File: config.mk
export PLATFORM = sky130hd
export DESIGN_NAME = font_rom_arbiter
export DESIGN_NICKNAME = d
export VERILOG_FILES = /design/src/rtl/font_rom_arbiter.sv
export SDC_FILE = /design/constraint.sdc
export NUM_CORES = 1
export LEC_CHECK = 0
export CELL_PAD_IN_SITES_DETAIL_PLACEMENT = 2
export CELL_PAD_IN_SITES_GLOBAL_PLACEMENT = 2
export CORE_UTILIZATION = 24
export CTS_CLUSTER_DIAMETER = 80
export DETAILED_ROUTE_END_ITERATION = 16
export GPL_ROUTABILITY_DRIVEN = 0
export PLACE_DENSITY_LB_ADDON = 0.1
export SYNTH_ARGS = -nofsm -noshare
export SYNTH_HDL_FRONTEND = slang
export SYNTH_SLANG_ARGS = --single-unit
File: constraint.sdc
create_clock -name clk -period 1.83 [get_ports clk]
set_clock_uncertainty 0.2 [all_clocks]
set_input_delay 0.183 -clock clk [delete_from_list [all_inputs] [get_ports clk]]
set_output_delay 0.183 -clock clk [all_outputs]
set_load 0.02 [all_outputs]
File: src/rtl/font_rom_arbiter.sv
// font_rom_arbiter: shares one synchronous font ROM between two text
// requesters (A = pixel painter, B = background renderer/prefetcher).
// One grant per cycle, fully pipelined; returned font words are steered
// back to the requester that won the corresponding grant.
//
// Handshake: a requester raises *_req with a stable *_addr and keeps both
// unchanged until it sees *_gnt high in the same cycle; the read is then
// accepted and exactly one *_rvalid pulse returns 2+ROM_LAT cycles later.
// An ungranted requester just retries; nothing is queued in here.
module font_rom_arbiter #(
    parameter int ADDR_W     = 11,
    parameter int DATA_W     = 8,
    parameter int ROM_LAT    = 1,
    parameter int STARVE_MAX = 15
) (
    input  logic              clk,
    input  logic              reset_n,
    input  logic              prio_a,
    input  logic              a_req,
    input  logic [ADDR_W-1:0] a_addr,
    output logic              a_gnt,
    output logic              a_rvalid,
    output logic [DATA_W-1:0] a_rdata,
    input  logic              b_req,
    input  logic [ADDR_W-1:0] b_addr,
    output logic              b_gnt,
    output logic              b_rvalid,
    output logic [DATA_W-1:0] b_rdata,
    output logic [ADDR_W-1:0] rom_addr,
    output logic              rom_en,
    input  logic [DATA_W-1:0] font_word,
    output logic              busy
);

    // One tag stage per cycle between the rom_addr register and font_word.
    localparam int         DEPTH        = 1 + ROM_LAT;
    localparam logic [7:0] STARVE_LIMIT = 8'(STARVE_MAX);

    logic             last_b;      // 1 = B won the most recent grant
    logic [7:0]       starve_cnt;  // consecutive denied B cycles in priority mode
    logic [DEPTH-1:0] tag_valid;
    logic [DEPTH-1:0] tag_owner;   // 1 = read belongs to B
    logic             pick_b;      // who wins when both request
    logic             any_gnt;

    // Contention winner: starvation guard in priority mode, alternate otherwise.
    assign pick_b  = prio_a ? (starve_cnt >= STARVE_LIMIT) : ~last_b;

    assign a_gnt   = reset_n & a_req & ~(b_req & pick_b);
    assign b_gnt   = reset_n & b_req & (~a_req | pick_b);
    assign any_gnt = a_gnt | b_gnt;

    assign busy    = |tag_valid;

    // Arbitration history: last winner and the B starvation counter.
    always_ff @(posedge clk) begin
        if (!reset_n) begin
            last_b     <= 1'b1;
            starve_cnt <= 8'd0;
        end else begin
            if (any_gnt) begin
                last_b <= b_gnt;
            end
            if (!prio_a || b_gnt) begin
                starve_cnt <= 8'd0;
            end else if (b_req && (starve_cnt < STARVE_LIMIT)) begin
                starve_cnt <= starve_cnt + 8'd1;
            end
        end
    end

    // Issue the winning address to the ROM; address holds when idle.
    always_ff @(posedge clk) begin
        if (!reset_n) begin
            rom_addr <= '0;
            rom_en   <= 1'b0;
        end else begin
            rom_en <= any_gnt;
            if (any_gnt) begin
                rom_addr <= b_gnt ? b_addr : a_addr;
            end
        end
    end

    // Owner tags travel alongside the read so the last stage lines up with font_word.
    always_ff @(posedge clk) begin
        if (!reset_n) begin
            tag_valid <= '0;
            tag_owner <= '0;
        end else begin
            tag_valid <= {tag_valid[DEPTH-2:0], any_gnt};
            tag_owner <= {tag_owner[DEPTH-2:0], b_gnt};
        end
    end

    // Steer the returning font word to its owner as a one-cycle pulse.
    always_ff @(posedge clk) begin
        if (!reset_n) begin
            a_rvalid <= 1'b0;
            b_rvalid <= 1'b0;
            a_rdata  <= '0;
            b_rdata  <= '0;
        end else begin
            a_rvalid <= 1'b0;
            b_rvalid <= 1'b0;
            if (tag_valid[DEPTH-1]) begin
                if (tag_owner[DEPTH-1]) begin
                    b_rvalid <= 1'b1;
                    b_rdata  <= font_word;
                end else begin
                    a_rvalid <= 1'b1;
                    a_rdata  <= font_word;
                end
            end
        end
    end

endmodule

==> flow_summary.json <==
{
  "period_minus_slack_ps": 1920,
  "wl_per_cell_um": 15.4,
  "die_w_um": 86.6,
  "coreArea_mm2": 0.00687,
  "status": "finished, violations left",
  "reg2reg_from": "starve_cnt[7]",
  "root_buffer": "clkbuf_8",
  "grt_pass1_vias": 1860,
  "total_power_mw": 1.98,
  "pre_cts_ws_ps": -339,
  "hold_class": "reg2reg",
  "cts_tree": "yes",
  "slew_viol_final": 0,
  "fin_hold_ws_ps": 241,
  "synth-compound-area-share_pct": 25.6,
  "fin_util_pct": 42.1,
  "vias": 1751,
  "maxSlewHeadroom_pct": 77.9,
  "min_to": "tag_owner[1]",
  "fin_area_mm2": 0.00289,
  "drcViolationCount": 0,
  "grt_first_pass_wirelength_um": 9480,
  "start_util_pct": 25.0,
  "r2r_setup_slack_ps": -20,
  "critical_path.max_fanout": 2,
  "ios": 68,
  "setup.worst_path.start_class": "register",
  "drt-vias-per-instance": 4.66,
  "numCtsBuffers": 5,
  "synth_area_per_cell_um2": 8.71,
  "dpl.hpwl_um": 3940,
  "diodes": 0,
  "period_share_pct": 105,
  "place_area_mm2": 0.00260,
  "syn_area_mm2": 0.00172,
  "cts_hold_buffers": 0,
  "yosys_warnings": 0,
  "stdcell_count": 376,
  "maxCapViolCount": 0,
  "hold_start": "tag_owner[0]",
  "grt_max_degree": 46,
  "fin_nets": 315,
  "synth_top_area_share_pct": 49.0,
  "rows": 30,
  "grt_overflow_total": 0,
  "seq_area_frac_synth_pct": 49.0,
  "max_freq_mhz": 521,
  "peakVddDrop_uv": 380,
  "die_h_um": 86.6,
  "cpLargestDelayFamily": "simple AND/OR/NAND/NOR gates",
  "crit_arrival_ps": 1530,
  "firstDrtPassIters": 3,
  "wirelength_um": 5790,
  "critPathRequiredTime_ps": 1450,
  "cp_slowest_cell": "dfxtp_2",
  "timing.rr.end": "starve_cnt[7]",
  "synthSimpleGateAreaFrac_pct": 17.1,
  "synthAdderAreaFrac_pct": 0.729,
  "r2r_cells": 7,
  "grtUsageTotal_pct": 16.5,
  "cpPeakStageDelay_ps": 340,
  "clkTransAtPathRegs_ps": 90,
  "io_buffers": 67,
  "synthXorXnorAreaFrac_pct": 1.53,
  "h-tree-depth": 2,
  "powerDensity_mw_per_mm2": 685,
  "area_growth_pct": 68.4,
  "final_common_cell": "clkdlybuf4s50_1",
  "drt-initial-drc-count": 47,
  "synth_fp_nets": 233,
  "violations": "negative setup slack",
  "p_leak_nw": 1.01,
  "die-area_mm2": 0.00750,
  "most-common-layout-cells": "clkdlybuf4s50_1, dfxtp_1, nand2_1",
  "finalSetupTns_ps": -270,
  "antenna_found_initial": 0,
  "synth_area_leaders": "dfxtp_1, a21boi_0, o21ai_0",
  "setup_violations": 9,
  "clk_latency_ps": 300,
  "clock-sinks": 42,
  "cp_cell_sequence": "nor4_4 -> buf_4 -> and4_4 -> nor2_4 -> buf_6",
  "yosys.area.top_type": "dfxtp_1",
  "ys_seq_elements": 42,
  "timing.final.hold_violations": 0,
  "hold_depth": 1,
  "fin_ws_ps": -87.8,
  "synth.area.mux_share_pct": 0.583,
  "path_class": "reg2out",
  "drtAntennaViolNets": 0,
  "yosys.cell_types.count": 28,
  "synth_cells": 197,
  "path_buf_inv": 2,
  "drive_above_1_share_pct": 22.5,
  "critPathCaptureType": "output pin",
  "place_inst": 362,
  "tightest_slew_ps": 331,
  "rsz0062_at_grt": "yes",
  "path_depth": 5,
  "clockBufferDepth": 2,
  "synth_top_family_by_area": "compound AO/OA/AOI/OAI gates"
}
-- cell families after synthesis --
| family | Yosys count |
|---|---|
| multiplexers | 1 |
| buffers and inverters | 22 |
| flip-flops | 42 |
| XOR/XNOR | 3 |
| AO/OA/AOI/OAI | 67 |
| AND/OR/NAND/NOR | 61 |
| adder cells (fa/ha/maj) | 1 |
-- state kept, by name, indices dropped and copies added, names as in the netlist --
| name | flops |
|---|---|
| a_rdata | 8 |
| b_rdata | 8 |
| a_rvalid | 1 |
| b_rvalid | 1 |
| rom_addr | 11 |
| tag_valid | 2 |
| last_b | 1 |
| tag_owner | 2 |
| starve_cnt | 8 |
-- worst max-delay path by stage --
stage                   from  slack (ps)     to
6_report       starve_cnt[7]         -90  b_gnt
5_1_grt        starve_cnt[7]        -160  b_gnt
4_1_cts        starve_cnt[6]         -80  b_gnt
3_5_place_dp          prio_a        -340  a_gnt
3_3_place_gp          prio_a        -330  b_gnt
2_1_floorplan  starve_cnt[7]          50  a_gnt
-- power breakdown --
group	switching, mW	internal (mW)	leakage [nW]
combinational	0.197	0.210	0.622
sequential	0.0201	0.950	0.345
clock	0.336	0.268	0.0441
-- metal layers --
layer	track usage [%]	part of all wire, %	up-vias
met5	0	0	-
met2	30.4	53	40
li1	-	-	865
met3	3.52	3.5	6
met4	4.39	1.1	0
met1	19.4	42	840
-- Yosys cell counts --
master / count
nand3_1: 10
and3_1: 2
o21a_1: 1
dfxtp_1: 42
ha_1: 1
buf_4: 1
o21ai_0: 23
o211ai_1: 1
a31oi_1: 12
a21oi_1: 2
mux2i_1: 1
nand2_1: 27
or2_2: 1
and4_4: 1
inv_1: 5
buf_6: 1
nor2_1: 11
xor2_1: 3
nand4_1: 2
nor2b_1: 2
and2_1: 3
a21boi_0: 16
nor4_4: 1
clkbuf_1: 14
o2111ai_1: 11
nand2b_1: 1
a21o_1: 1
buf_1: 1
-- worst register-to-register path, cell delays in order (launching register included) --
cell and delay [ps]:
dfxtp_2 340, nor4_4 320, buf_4 170, and4_4 260
buf_8 120, o211ai_1 120, buf_4 200, nor2_1 70
-- area by class of cell --
class	instances	area, um^2
inverters	5	18.8
flip-flops and latches	42	845
clock inverters	3	21.3
fillers	745	3980
multi-input cells	133	898
clock buffers	5	68.8
well taps	96	120
repair buffers	92	920
-- what timing repair did --
action,4_1_cts,5_1_grt
gates resized for setup,26,35
setup endpoints to repair,22,21
pin swaps,11,17
setup buffers,5,1
(Power assumes the default switching activity.)
